**config.mk**
```make
export PLATFORM = sky130hd
export DESIGN_NAME = fifo_umbral
export DESIGN_NICKNAME = d
export VERILOG_FILES = /design/src/rtl/fifo_pkg.sv /design/src/rtl/fifo_mem.sv /design/src/rtl/fifo_umbral.sv
export SDC_FILE = /design/constraint.sdc
export NUM_CORES = 1
export LEC_CHECK = 0
export CORE_MARGIN = 1.5
export CORE_UTILIZATION = 60
export CTS_CLUSTER_DIAMETER = 50
export CTS_CLUSTER_SIZE = 12
export DETAILED_ROUTE_END_ITERATION = 6
export PLACE_DENSITY = 0.89
export SYNTH_ARGS = -nofsm -noshare
export SYNTH_HDL_FRONTEND = slang
export SYNTH_HIERARCHICAL = 1
export SYNTH_SLANG_ARGS = --single-unit
```
**constraint.sdc**
```tcl
create_clock -name clk -period 5.9 [get_ports clk]
set_clock_uncertainty 0.05 [all_clocks]
set_input_delay 0.59 -clock clk [delete_from_list [all_inputs] [get_ports clk]]
set_output_delay 0.59 -clock clk [all_outputs]
set_load 0.05 [all_outputs]
```
**src/rtl/fifo_pkg.sv**
```systemverilog
// Shared definitions for the per-virtual-channel FIFO and the transaction-layer
// control FSM that consumes its empty bit and drives its thresholds.
package fifo_pkg;

  // Default geometry: eight 6-bit words, addressed by a 3-bit pointer so that
  // the FSM's 3-bit Umbral thresholds span the whole occupancy range.
  localparam int DATA_W_DEF = 6;
  localparam int DEPTH_DEF  = 8;
  localparam int PTR_W_DEF  = 3;

  // Control FSM state encodings (one-hot), kept here so the FSM and any
  // top-level environment agree on them.
  typedef enum logic [3:0] {
    ST_RESET  = 4'b0001,
    ST_INIT   = 4'b0010,
    ST_IDLE   = 4'b0100,
    ST_ACTIVE = 4'b1000
  } fsm_state_e;

  // Occupancy-derived status bits of one FIFO, grouped so they can be
  // observed or forwarded as a single bundle.
  typedef struct packed {
    logic empty;
    logic full;
    logic almost_full;
    logic almost_empty;
  } fifo_flags_t;

endpackage : fifo_pkg

```
**src/rtl/fifo_mem.sv**
```systemverilog
// DEPTH x DATA_W storage with one synchronous write port and one synchronous
// read port. The array itself is never reset; only the read register is, so
// the read data presented downstream is a known zero out of reset.
module fifo_mem
  import fifo_pkg::*;
#(
  parameter int DATA_W = DATA_W_DEF,
  parameter int DEPTH  = DEPTH_DEF,
  parameter int PTR_W  = PTR_W_DEF
) (
  input  logic              clk,
  input  logic              rst_n,
  input  logic              we,
  input  logic [PTR_W-1:0]  waddr,
  input  logic [DATA_W-1:0] wdata,
  input  logic              re,
  input  logic [PTR_W-1:0]  raddr,
  output logic [DATA_W-1:0] rdata
);

  logic [DATA_W-1:0] mem_q [DEPTH];
  logic [DATA_W-1:0] rdata_q;

  // Write port: store the word at the write address on an accepted push.
  always_ff @(posedge clk) begin
    if (we) begin
      mem_q[waddr] <= wdata;
    end
  end

  // Read port: capture the addressed word on an accepted pop. A write to the
  // same address in the same cycle lands after this read, so the old word
  // (the one being popped) is returned.
  always_ff @(posedge clk or negedge rst_n) begin
    if (!rst_n) begin
      rdata_q <= '0;
    end else if (re) begin
      rdata_q <= mem_q[raddr];
    end
  end

  assign rdata = rdata_q;

endmodule : fifo_mem

```
**src/rtl/fifo_umbral.sv**
```systemverilog
// Synchronous FIFO for one virtual channel. Tracks occupancy, produces the
// empty bit that feeds the control FSM's Empties vector, and compares the
// occupancy against the FSM's programmable almost-full / almost-empty
// thresholds.
//
// Handshake: a push is accepted when push is high and the FIFO is not full,
// or when a pop is accepted in the same cycle; a pop is accepted when pop is
// high and the FIFO is not empty (no empty bypass). Accepted pops return
// their word on data_out one cycle later, qualified by valid_out. Push into a
// full FIFO without a pop, or pop from an empty FIFO, sets the sticky error.
module fifo_umbral
  import fifo_pkg::*;
#(
  parameter int DATA_W = DATA_W_DEF,
  parameter int DEPTH  = DEPTH_DEF,
  parameter int PTR_W  = PTR_W_DEF
) (
  input  logic              clk,
  input  logic              reset,
  input  logic              push,
  input  logic [DATA_W-1:0] data_in,
  input  logic              pop,
  input  logic [PTR_W-1:0]  umbral_superior,
  input  logic [PTR_W-1:0]  umbral_inferior,
  output logic [DATA_W-1:0] data_out,
  output logic              valid_out,
  output logic              empty,
  output logic              full,
  output logic              almost_full,
  output logic              almost_empty,
  output logic [PTR_W:0]    count,
  output logic              error
);

  localparam logic [PTR_W:0] DEPTH_C = (PTR_W + 1)'(DEPTH);

  logic [PTR_W-1:0] wr_ptr_q, wr_ptr_d;
  logic [PTR_W-1:0] rd_ptr_q, rd_ptr_d;
  logic [PTR_W:0]   count_q,  count_d;
  logic             valid_q,  valid_d;
  logic             error_q,  error_d;

  logic             push_acc;
  logic             pop_acc;
  fifo_flags_t      flags;

  // Status flags are pure functions of the registered occupancy and the live
  // thresholds, so a threshold change is reflected in the same cycle.
  always_comb begin
    flags              = '0;
    flags.empty        = (count_q == '0);
    flags.full         = (count_q == DEPTH_C);
    flags.almost_full  = (count_q >= {1'b0, umbral_superior});
    flags.almost_empty = (count_q <= {1'b0, umbral_inferior});
  end

  // Acceptance: a pop frees a slot in the same cycle, so a full FIFO can
  // still take a push alongside it; an empty FIFO never forwards a push.
  always_comb begin
    pop_acc  = pop && !flags.empty;
    push_acc = push && (!flags.full || pop_acc);
  end

  // Next-state for pointers, occupancy, read-valid and the sticky error.
  always_comb begin
    wr_ptr_d = wr_ptr_q;
    rd_ptr_d = rd_ptr_q;
    count_d  = count_q;
    valid_d  = pop_acc;
    error_d  = error_q;

    // Pointers wrap through natural PTR_W-bit overflow.
    if (push_acc) begin
      wr_ptr_d = wr_ptr_q + 1'b1;
    end
    if (pop_acc) begin
      rd_ptr_d = rd_ptr_q + 1'b1;
    end

    unique case ({push_acc, pop_acc})
      2'b10:   count_d = count_q + 1'b1;
      2'b01:   count_d = count_q - 1'b1;
      default: count_d = count_q;
    endcase

    // Overflow drops the word; underflow returns nothing. Both stick.
    if (push && flags.full && !pop_acc) begin
      error_d = 1'b1;
    end
    if (pop && flags.empty) begin
      error_d = 1'b1;
    end
  end

  // Control state registers, cleared asynchronously so in-flight words and
  // the read-valid are discarded the moment reset asserts.
  always_ff @(posedge clk or negedge reset) begin
    if (!reset) begin
      wr_ptr_q <= '0;
      rd_ptr_q <= '0;
      count_q  <= '0;
      valid_q  <= 1'b0;
      error_q  <= 1'b0;
    end else begin
      wr_ptr_q <= wr_ptr_d;
      rd_ptr_q <= rd_ptr_d;
      count_q  <= count_d;
      valid_q  <= valid_d;
      error_q  <= error_d;
    end
  end

  fifo_mem #(
    .DATA_W (DATA_W),
    .DEPTH  (DEPTH),
    .PTR_W  (PTR_W)
  ) u_mem (
    .clk   (clk),
    .rst_n (reset),
    .we    (push_acc),
    .waddr (wr_ptr_q),
    .wdata (data_in),
    .re    (pop_acc),
    .raddr (rd_ptr_q),
    .rdata (data_out)
  );

  assign valid_out    = valid_q;
  assign count        = count_q;
  assign error        = error_q;
  assign empty        = flags.empty;
  assign full         = flags.full;
  assign almost_full  = flags.almost_full;
  assign almost_empty = flags.almost_empty;

endmodule : fifo_umbral

```
==> impl_metrics.py, run 1 <==
metrics = {
    "die": {
        "die_y_um": 73.1,
        "die_w_um": 73.1,
        "core.rowCount": 25,
        "start_util_pct": 62.4,
        "fp.dieArea_um2": 5340,
        "core_um2": 4720,
        "io_pins": 32,
    },
    "sta": {
        "finalSetupViolations": 0,
        "max_freq_ghz": 0.303,
        "drv_slew": 0,
        "finalHoldViolations": 0,
        "relSlewSlack_pct": 19.2,
        "min_period_ps": 3300,
        "fin_crit_sh_pct": 55.9,
        "tns_ps": 0,
        "grt_setup_unrepaired": "no",
        "worstMarginPinSlew_ps": 1210,
    },
    "synthesis": {
        "synth_cells": 205,
        "syn-cell-area_um2": 2950,
        "avgSynthCellArea_um2": 14.4,
        "ys_ff_latch": 66,
        "synth_seq_area_share_pct": 64.1,
        "ys_types": 37,
        "ys_warn_count": 6,
        "synth_nets": 230,
    },
    "cts": {
        "ctsHoldBuffers": 0,
        "ctsHtreeMaxLevel": 3,
        "postCtsSetupBuffers": 0,
        "ctsRootBufferMaster": "clkbuf_8",
        "clk_pin_slew_ps": 70,
        "clock_path_buffers": 2,
        "insertion_delay_ps": 320,
        "cts_tree": "yes",
        "cts_buffers": 9,
        "cts.repair.resized": 0,
        "cts.sinks": 66,
    },
    "final_layout": {
        "fin_nets": 264,
        "fill_cells": 300,
        "layout_common_cells": "edfxtp_1, clkdlybuf4s50_1, nand2_1, dfrtp_1, mux2_2",
        "layout_commonest_cell": "edfxtp_1",
        "regArea_um2": 1890,
        "multi_input_area_um2": 940,
        "areaGrowthSynthToFinish_pct": 17.9,
        "drive_gt1_share_pct": 14.3,
        "diodes": 0,
        "post-route-util_pct": 73.6,
    },
    "grt": {
        "grt_pass1_vias": 1592,
        "antenna_found_initial": 0,
        "grt_overflow": 0,
        "grt_pass1_wl_um": 7780,
        "grt.total_usage_pct": 20.4,
        "grt_max_degree": 27,
    },
    "worst_setup_path": {
        "startpoint_type": "primary input",
        "path_class": "in -> out",
        "ff2ff_path_depth": 4,
        "arrival_ps": 2660,
        "crit_path_end_kind": "output pin",
        "crit_required_ps": 5260,
        "cp_max_fo": 2,
    },
    "hold_path": {
        "hp-class": "reg -> reg",
        "worstHoldPathCells": 1,
    },
    "flow_run": {
        "maxCapViolCount": 0,
    },
    "place": {
        "portBuffers": 31,
        "dp_hpwl_um": 3290,
        "gp_congestion": 0.737,
    },
    "drt": {
        "remaining_drc_errors": 0,
        "drtIter0Drc": 109,
        "vias_per_cell": 5.42,
        "dr.pass1.iters": 4,
        "vias": 1685,
        "drt-total-wl_um": 4760,
        "postRouteAntennaNets": 0,
        "wl_per_cell_um": 15.3,
    },
    "pwr": {
        "powerDensity_nw_per_um2": 527,
        "peakVddDrop_v": 0.000271,
        "p_leak_nw": 1.32,
    },
    "outcome": {
        "outcome": "completed",
    },
}
critical path, stage by stage:
cell             delay, ps
clkdlybuf4s50_1        460
inv_1                   40
ha_1                   290
nor2b_1                130
o21ai_0                140
nand2b_1                70
a21oi_1                120
clkdlybuf4s50_1        820
cell type report:
cell class | instances | share of cell area, %
Sequential cell | 66 | 54.4
Multi-Input combinational cell | 122 | 27.0
Timing Repair Buffer | 31 | 8.92
Clock buffer | 10 | 3.67
Clock inverter | 6 | 2.59
Tap cell | 67 | 2.41
Inverter | 9 | 0.972
sequential cells by signal, indices dropped and copies added (netlist names):
signal / count
u_mem/mem_q: 48
u_mem/rdata: 6
count: 4
rd_ptr_q: 3
wr_ptr_q: 3
error: 1
valid_out: 1
per-stage QoR:
stage          worst slack [ps]  hold slack (ps)  cells  power, mW  cell area (um^2)
6_report                   2600              408    311       1.83              3480
5_1_grt                    2480              448    311       1.94              3480
4_1_cts                    2600              411    311       1.85              3480
3_5_place_dp               2610              394    295       1.44              3260
3_3_place_gp               2650              387    295       1.41              3260
2_1_floorplan              2860              244    205       1.27              2950
synth_stat cells (all sizes together):
| cell type | count | area share [%] |
|---|---|---|
| a21oi | 4 | 0.68 |
| nor3 | 4 | 1.1 |
| nor4 | 2 | 0.64 |
| nand2b | 6 | 1.3 |
| o31ai | 6 | 1.7 |
| nand2 | 18 | 2.3 |
| mux2 | 13 | 5.0 |
| a21boi | 1 | 0.38 |
| xnor2 | 5 | 1.5 |
| and2 | 1 | 0.21 |
| nand3 | 2 | 0.34 |
| o21ai | 3 | 0.51 |
| inv | 9 | 1.1 |
| a211oi | 1 | 0.42 |
| o21bai | 1 | 0.25 |
| nor2b | 3 | 0.64 |
| xor2 | 2 | 0.59 |
| mux2i | 12 | 4.1 |
| nor2 | 12 | 1.5 |
| edfxtp | 48 | 49 |
| a21o | 2 | 0.51 |
| a211o | 1 | 0.30 |
| a22o | 6 | 1.8 |
| dfrtp | 18 | 15 |
| o22ai | 7 | 1.5 |
| o41ai | 1 | 0.93 |
| buf | 8 | 2.8 |
| ha | 9 | 3.8 |
final timing paths:
path | start | endpoint | slack, ps
worst max-delay path | umbral_inferior[1] | almost_empty | 2600
worst min-delay path | error | error | 410
worst max register to register | count[1] | u_mem/mem_q[0][5] | 3530
worst min register to register | error | error | 410
min in group asynchronous | reset | error | 670
max in group asynchronous | reset | wr_ptr_q[1] | 4640
cell families (layout without fill, tap and decap cells):
kind of cell               after synthesis  count (layout)  synth area share (%)
adders and majority gates                9               9                  3.82
buffers and inverters                   17              56                  3.99
and+or+nand+nor                         48              48                  7.98
DFF                                     66              66                  64.1
xor gates and xnor gates                 7               7                  2.08
muxes                                   25              25                  9.04
AOI/OAI and AO/OA                       33              33                  8.95
report_power, final:
group	leakage [nW]	total [mW]	internal [mW]	switching [mW]
clock	0.107	0.409	0.240	0.170
combinational	0.564	0.692	0.290	0.402
sequential	0.649	0.733	0.607	0.126
total	1.32	1.83	1.14	0.698
layer usage:
metal / global-route usage [%] / up-vias / wire length, um
met5: 0 / - / 0
met4: 8.18 / 0 / 56
met3: 4.97 / 6 / 199
met2: 29.7 / 45 / 2180
met1: 29.5 / 813 / 2330
li1: - / 821 / -
Power figures use the tool's default switching activity.
==> inputs of run 2 (changes only) <==
CORE_UTILIZATION = 56   (was 60)
PLACE_DENSITY = 0.84   (was 0.89)
clock period = 3.1 ns   (was 5.9 ns; I/O delays follow)
==> impl_metrics.py, run 2 (synthesis gave the netlist of run 1 again) <==
metrics = {
    "sta": {
        "max_freq_ghz": 0.340,
        "finalSetupViolations": 0,
        "tns_ps": 0,
        "relSlewSlack_pct": 45.8,
        "finalHoldViolations": 0,
        "grt_setup_unrepaired": "no",
        "fin_crit_sh_pct": 94.8,
        "finalWorstSetupSlack_ps": 161,
        "drv_slew": 0,
        "min_period_ps": 2940,
        "worstMarginPinSlew_ps": 810,
    },
    "place": {
        "dp.cells": 301,
        "dp_slack_ps": 335,
        "dp_hpwl_um": 3440,
        "portBuffers": 31,
        "gp_congestion": 0.707,
    },
    "worst_setup_path": {
        "arrival_ps": 2580,
        "path_class": "reg -> out",
        "crit_path_end_kind": "output pin",
        "crit_chain": "inv_1 > ha_1 > nand2b_1 > a21o_1 > a211o_1 > clkdlybuf4s50_1",
        "startpoint": "count[0]",
        "startpoint_type": "register",
        "slowest_stage": "clkdlybuf4s50_1",
        "endpoint": "almost_full",
        "reg2reg_slack_ps": 760,
        "ff2ff_path_depth": 8,
        "cp_max_fo": 7,
        "r2r-end": "count[2]",
        "crit_required_ps": 2740,
        "slowest_delay_ps": 700,
        "r2r-start": "count[1]",
    },
    "final_layout": {
        "regMostFlops": "u_mem/mem_q",
        "diodes": 0,
        "fin_nets": 267,
        "layout_common_cells": "edfxtp_1, clkdlybuf4s50_1, nand2_1, dfrtp_1, mux2_2",
        "areaGrowthSynthToFinish_pct": 18.8,
        "post_layout_nonfiller_instances": 317,
        "layout_commonest_cell": "edfxtp_1",
        "drive_gt1_share_pct": 14.6,
        "largest_register_ffs": 48,
    },
    "cts": {
        "insertion_delay_ps": 330,
        "clock_path_buffers": 2,
        "cts_buffers": 9,
        "ctsHoldBuffers": 0,
        "ctsHtreeMaxLevel": 3,
        "postCtsSetupBuffers": 0,
        "cts_tree": "yes",
        "clk_pin_slew_ps": 60,
        "cts.sinks": 66,
        "cts.repair.resized": 0,
        "ctsRootBufferMaster": "clkbuf_8",
    },
    "drt": {
        "vias": 1729,
        "drtIter0Drc": 116,
        "vias_per_cell": 5.45,
        "remaining_drc_errors": 0,
        "dr.pass1.iters": 4,
        "wl_per_cell_um": 16.1,
        "drt-total-wl_um": 5110,
        "postRouteAntennaNets": 0,
    },
    "die": {
        "fp.dieArea_um2": 5710,
        "die_y_um": 75.6,
        "start_util_pct": 57.7,
        "io_pins": 32,
        "core_um2": 5110,
        "core.rowCount": 26,
        "die_w_um": 75.6,
    },
    "pwr": {
        "p_leak_nw": 1.34,
        "peakVddDrop_v": 0.000424,
        "powerDensity_nw_per_um2": 1000,
    },
    "grt": {
        "grt_max_degree": 27,
        "grt_pass1_vias": 1583,
        "antenna_found_initial": 0,
        "grt_pass1_wl_um": 7780,
        "grt_overflow": 0,
        "grt.total_usage_pct": 19.6,
    },
    "hold_path": {
        "hp-class": "in -> async",
    },
    "outcome": {
        "outcome": "completed",
    },
    "flow_run": {
        "maxCapViolCount": 0,
    },
}
## run 2: area by class of cell
| class | count | area [um^2] |
|---|---|---|
| Clock buffer | 13 | 149 |
| Clock inverter | 3 | 65.1 |
| Fill cell | 356 | 1610 |
| Inverter | 9 | 33.8 |
| Multi-Input combinational cell | 122 | 940 |
| Sequential cell | 66 | 1890 |
| Tap cell | 70 | 87.6 |
| Timing Repair Buffer | 34 | 335 |
## run 2: report_power, final
part / leakage (nW) / switching [mW] / total, mW / internal, mW
logic: 0.587 / 0.848 / 1.41 / 0.559
registers: 0.649 / 0.170 / 1.33 / 1.16
clock network: 0.108 / 0.301 / 0.776 / 0.475
total: 1.34 / 1.32 / 3.51 / 2.19
## run 2: how the worst min path moves through the flow
| stage | from | end | slack [ps] | cells after the start |
|---|---|---|---|---|
| after detailed placement | error | error | 400 | 1 |
| after global routing | error | error | 450 | 1 |
| after global placement | error | error | 390 | 1 |
| final | reset | count[3] | 400 | 1 |
| after CTS | error | error | 410 | 1 |
| after floorplan | reset | count[0] | -40 | 0 |
## run 2: worst max-delay path, delay by kind of cell, from the launching register on
family / cells / cell delay, ps
AO/OA/AOI/OAI: 2 / 460
AND/OR/NAND/NOR: 1 / 140
flip-flops: 1 / 530
adder cells (fa/ha/maj): 1 / 280
buffers and inverters: 2 / 850
## run 2: per-stage QoR
stage          area (um^2)  hold slack [ps]  power (mW)  util, %
6_report              3500              399        3.51     68.6
5_1_grt               3500              445        3.69     68.6
4_1_cts               3500              415        3.53     68.5
3_5_place_dp          3290              400        2.75     64.3
3_3_place_gp          3290              394        2.71     64.3
2_1_floorplan         2950            -35.6        2.42        -
## run 2: routing by layer
metal / track usage, % / share of wire [%] / vias up
met5: 0 / 0 / -
met4: 9.52 / 0.92 / 0
met3: 4.89 / 5.2 / 6
met2: 30.9 / 48 / 58
met1: 25.4 / 46 / 832
li1: - / - / 833
==> inputs of run 3 (changes only) <==
CTS_CLUSTER_DIAMETER = 120   (was 50)
PLACE_DENSITY = 0.79   (was 0.84)
==> impl_metrics.py, run 3 (synthesis gave the netlist of run 1 again) <==
metrics = {
    "grt": {
        "grt_max_degree": 19,
        "antenna_found_initial": 0,
        "grt_overflow": 0,
        "grt.total_usage_pct": 19.9,
        "grt_pass1_vias": 1619,
        "grt_pass1_wl_um": 8030,
    },
    "die": {
        "start_util_pct": 57.7,
        "die_y_um": 75.6,
        "core.rowCount": 26,
        "io_pins": 32,
        "fp.dieArea_um2": 5710,
        "core_um2": 5110,
        "die_w_um": 75.6,
    },
    "cts": {
        "postCtsSetupBuffers": 0,
        "cts_tree": "yes",
        "clock_path_buffers": 2,
        "ctsHtreeMaxLevel": 3,
        "ctsRootBufferMaster": "clkbuf_8",
        "clk_pin_slew_ps": 70,
        "cts.sinks": 66,
        "insertion_delay_ps": 330,
        "cts_buffers": 9,
    },
    "final_layout": {
        "fill_cells": 373,
        "layout_commonest_cell": "edfxtp_1",
        "post_layout_nonfiller_instances": 318,
        "fin_nets": 268,
        "layout_common_cells": "edfxtp_1, clkdlybuf4s50_1, nand2_1, dfrtp_1, mux2_2",
        "areaGrowthSynthToFinish_pct": 18.3,
        "regMostFlops": "u_mem/mem_q",
        "multi_input_area_um2": 940,
        "largest_register_ffs": 48,
        "diodes": 0,
        "drive_gt1_share_pct": 15.7,
        "regArea_um2": 1890,
    },
    "place": {
        "dp_hpwl_um": 3460,
        "portBuffers": 31,
        "dp.cells": 302,
        "dp_slack_ps": 346,
        "gp_congestion": 0.715,
    },
    "sta": {
        "tns_ps": 0,
        "finalSetupViolations": 0,
        "grt_setup_unrepaired": "no",
        "drv_slew": 0,
        "relSlewSlack_pct": 43.7,
        "worstMarginPinSlew_ps": 842,
        "finalHoldViolations": 0,
        "fin_crit_sh_pct": 95.2,
        "max_freq_ghz": 0.339,
        "finalWorstSetupSlack_ps": 150,
        "min_period_ps": 2950,
    },
    "worst_setup_path": {
        "cp.depth": 6,
        "cp_top_family": "buffers and inverters",
        "cp_max_fo": 7,
        "startpoint": "count[0]",
        "r2r-start": "count[1]",
        "startpoint_type": "register",
        "path_class": "reg -> out",
        "path_buf_inv": 2,
        "crit_required_ps": 2740,
        "slowest_stage": "clkdlybuf4s50_1",
        "arrival_ps": 2590,
        "slowest_delay_ps": 700,
        "ff2ff_path_depth": 8,
        "crit_chain": "inv_1 > ha_1 > nand2b_1 > a21o_1 > a211o_1 > clkdlybuf4s50_1",
        "crit_path_end_kind": "output pin",
    },
    "drt": {
        "drt-total-wl_um": 5070,
        "postRouteAntennaNets": 0,
        "vias_per_cell": 5.43,
        "remaining_drc_errors": 0,
        "wl_per_cell_um": 15.9,
        "drtIter0Drc": 170,
        "vias": 1727,
        "dr.pass1.iters": 4,
    },
    "flow_run": {
        "maxCapViolCount": 0,
    },
    "pwr": {
        "powerDensity_nw_per_um2": 985,
        "p_leak_nw": 1.33,
        "peakVddDrop_v": 0.000505,
    },
    "outcome": {
        "outcome": "completed",
    },
    "hold_path": {
        "hp-class": "in -> async",
    },
}
-- run 3: where the power goes --
group | total [mW] | leakage (nW) | switching (mW) | internal [mW]
Clock | 0.690 | 0.0889 | 0.322 | 0.368
Combinational | 1.38 | 0.591 | 0.816 | 0.567
Sequential | 1.36 | 0.649 | 0.209 | 1.16
Total | 3.44 | 1.33 | 1.35 | 2.09
-- run 3: repair_timing --
item	4_1_cts	5_1_grt
hold buffers	0	0
resized for setup	0	1
endpoints found under the setup margin	0	1
-- run 3: layout make-up --
cell class / count / share of cell area [%]
well taps: 70 / 2.51
repair buffers: 35 / 9.82
clock inverters: 7 / 2.01
multi-input cells: 122 / 26.9
clock buffers: 9 / 3.55
inverters: 9 / 0.968
flip-flops and latches: 66 / 54.2
-- run 3: stage by stage --
| stage | area [um^2] | utilization [%] | power [mW] | hold WS [ps] |
|---|---|---|---|---|
| floorplan | 2950 | - | 2.42 | -35.6 |
| global placement | 3290 | 64.5 | 2.73 | 392 |
| detailed placement | 3290 | 64.5 | 2.77 | 409 |
| CTS | 3490 | 68.3 | 3.46 | 423 |
| global route | 3490 | 68.3 | 3.63 | 455 |
| finish | 3490 | 68.3 | 3.44 | 413 |
-- run 3: final timing paths --
check / slack (ps) / end
worst max-delay path: 150 / almost_full
worst min-delay path: 410 / wr_ptr_q[1]
worst max register to register: 800 / count[2]
worst min register to register: 420 / error
max in group asynchronous: 2070 / u_mem/rdata[2]
min in group clk: 420 / error
-- run 3: metal layers --
layer	global-route usage [%]	up-vias	share of wire (%)
met5	0	-	0
met3	6.35	2	4.7
li1	-	835	-
met4	5.36	0	0.32
met2	31.3	44	48
met1	26.9	846	47
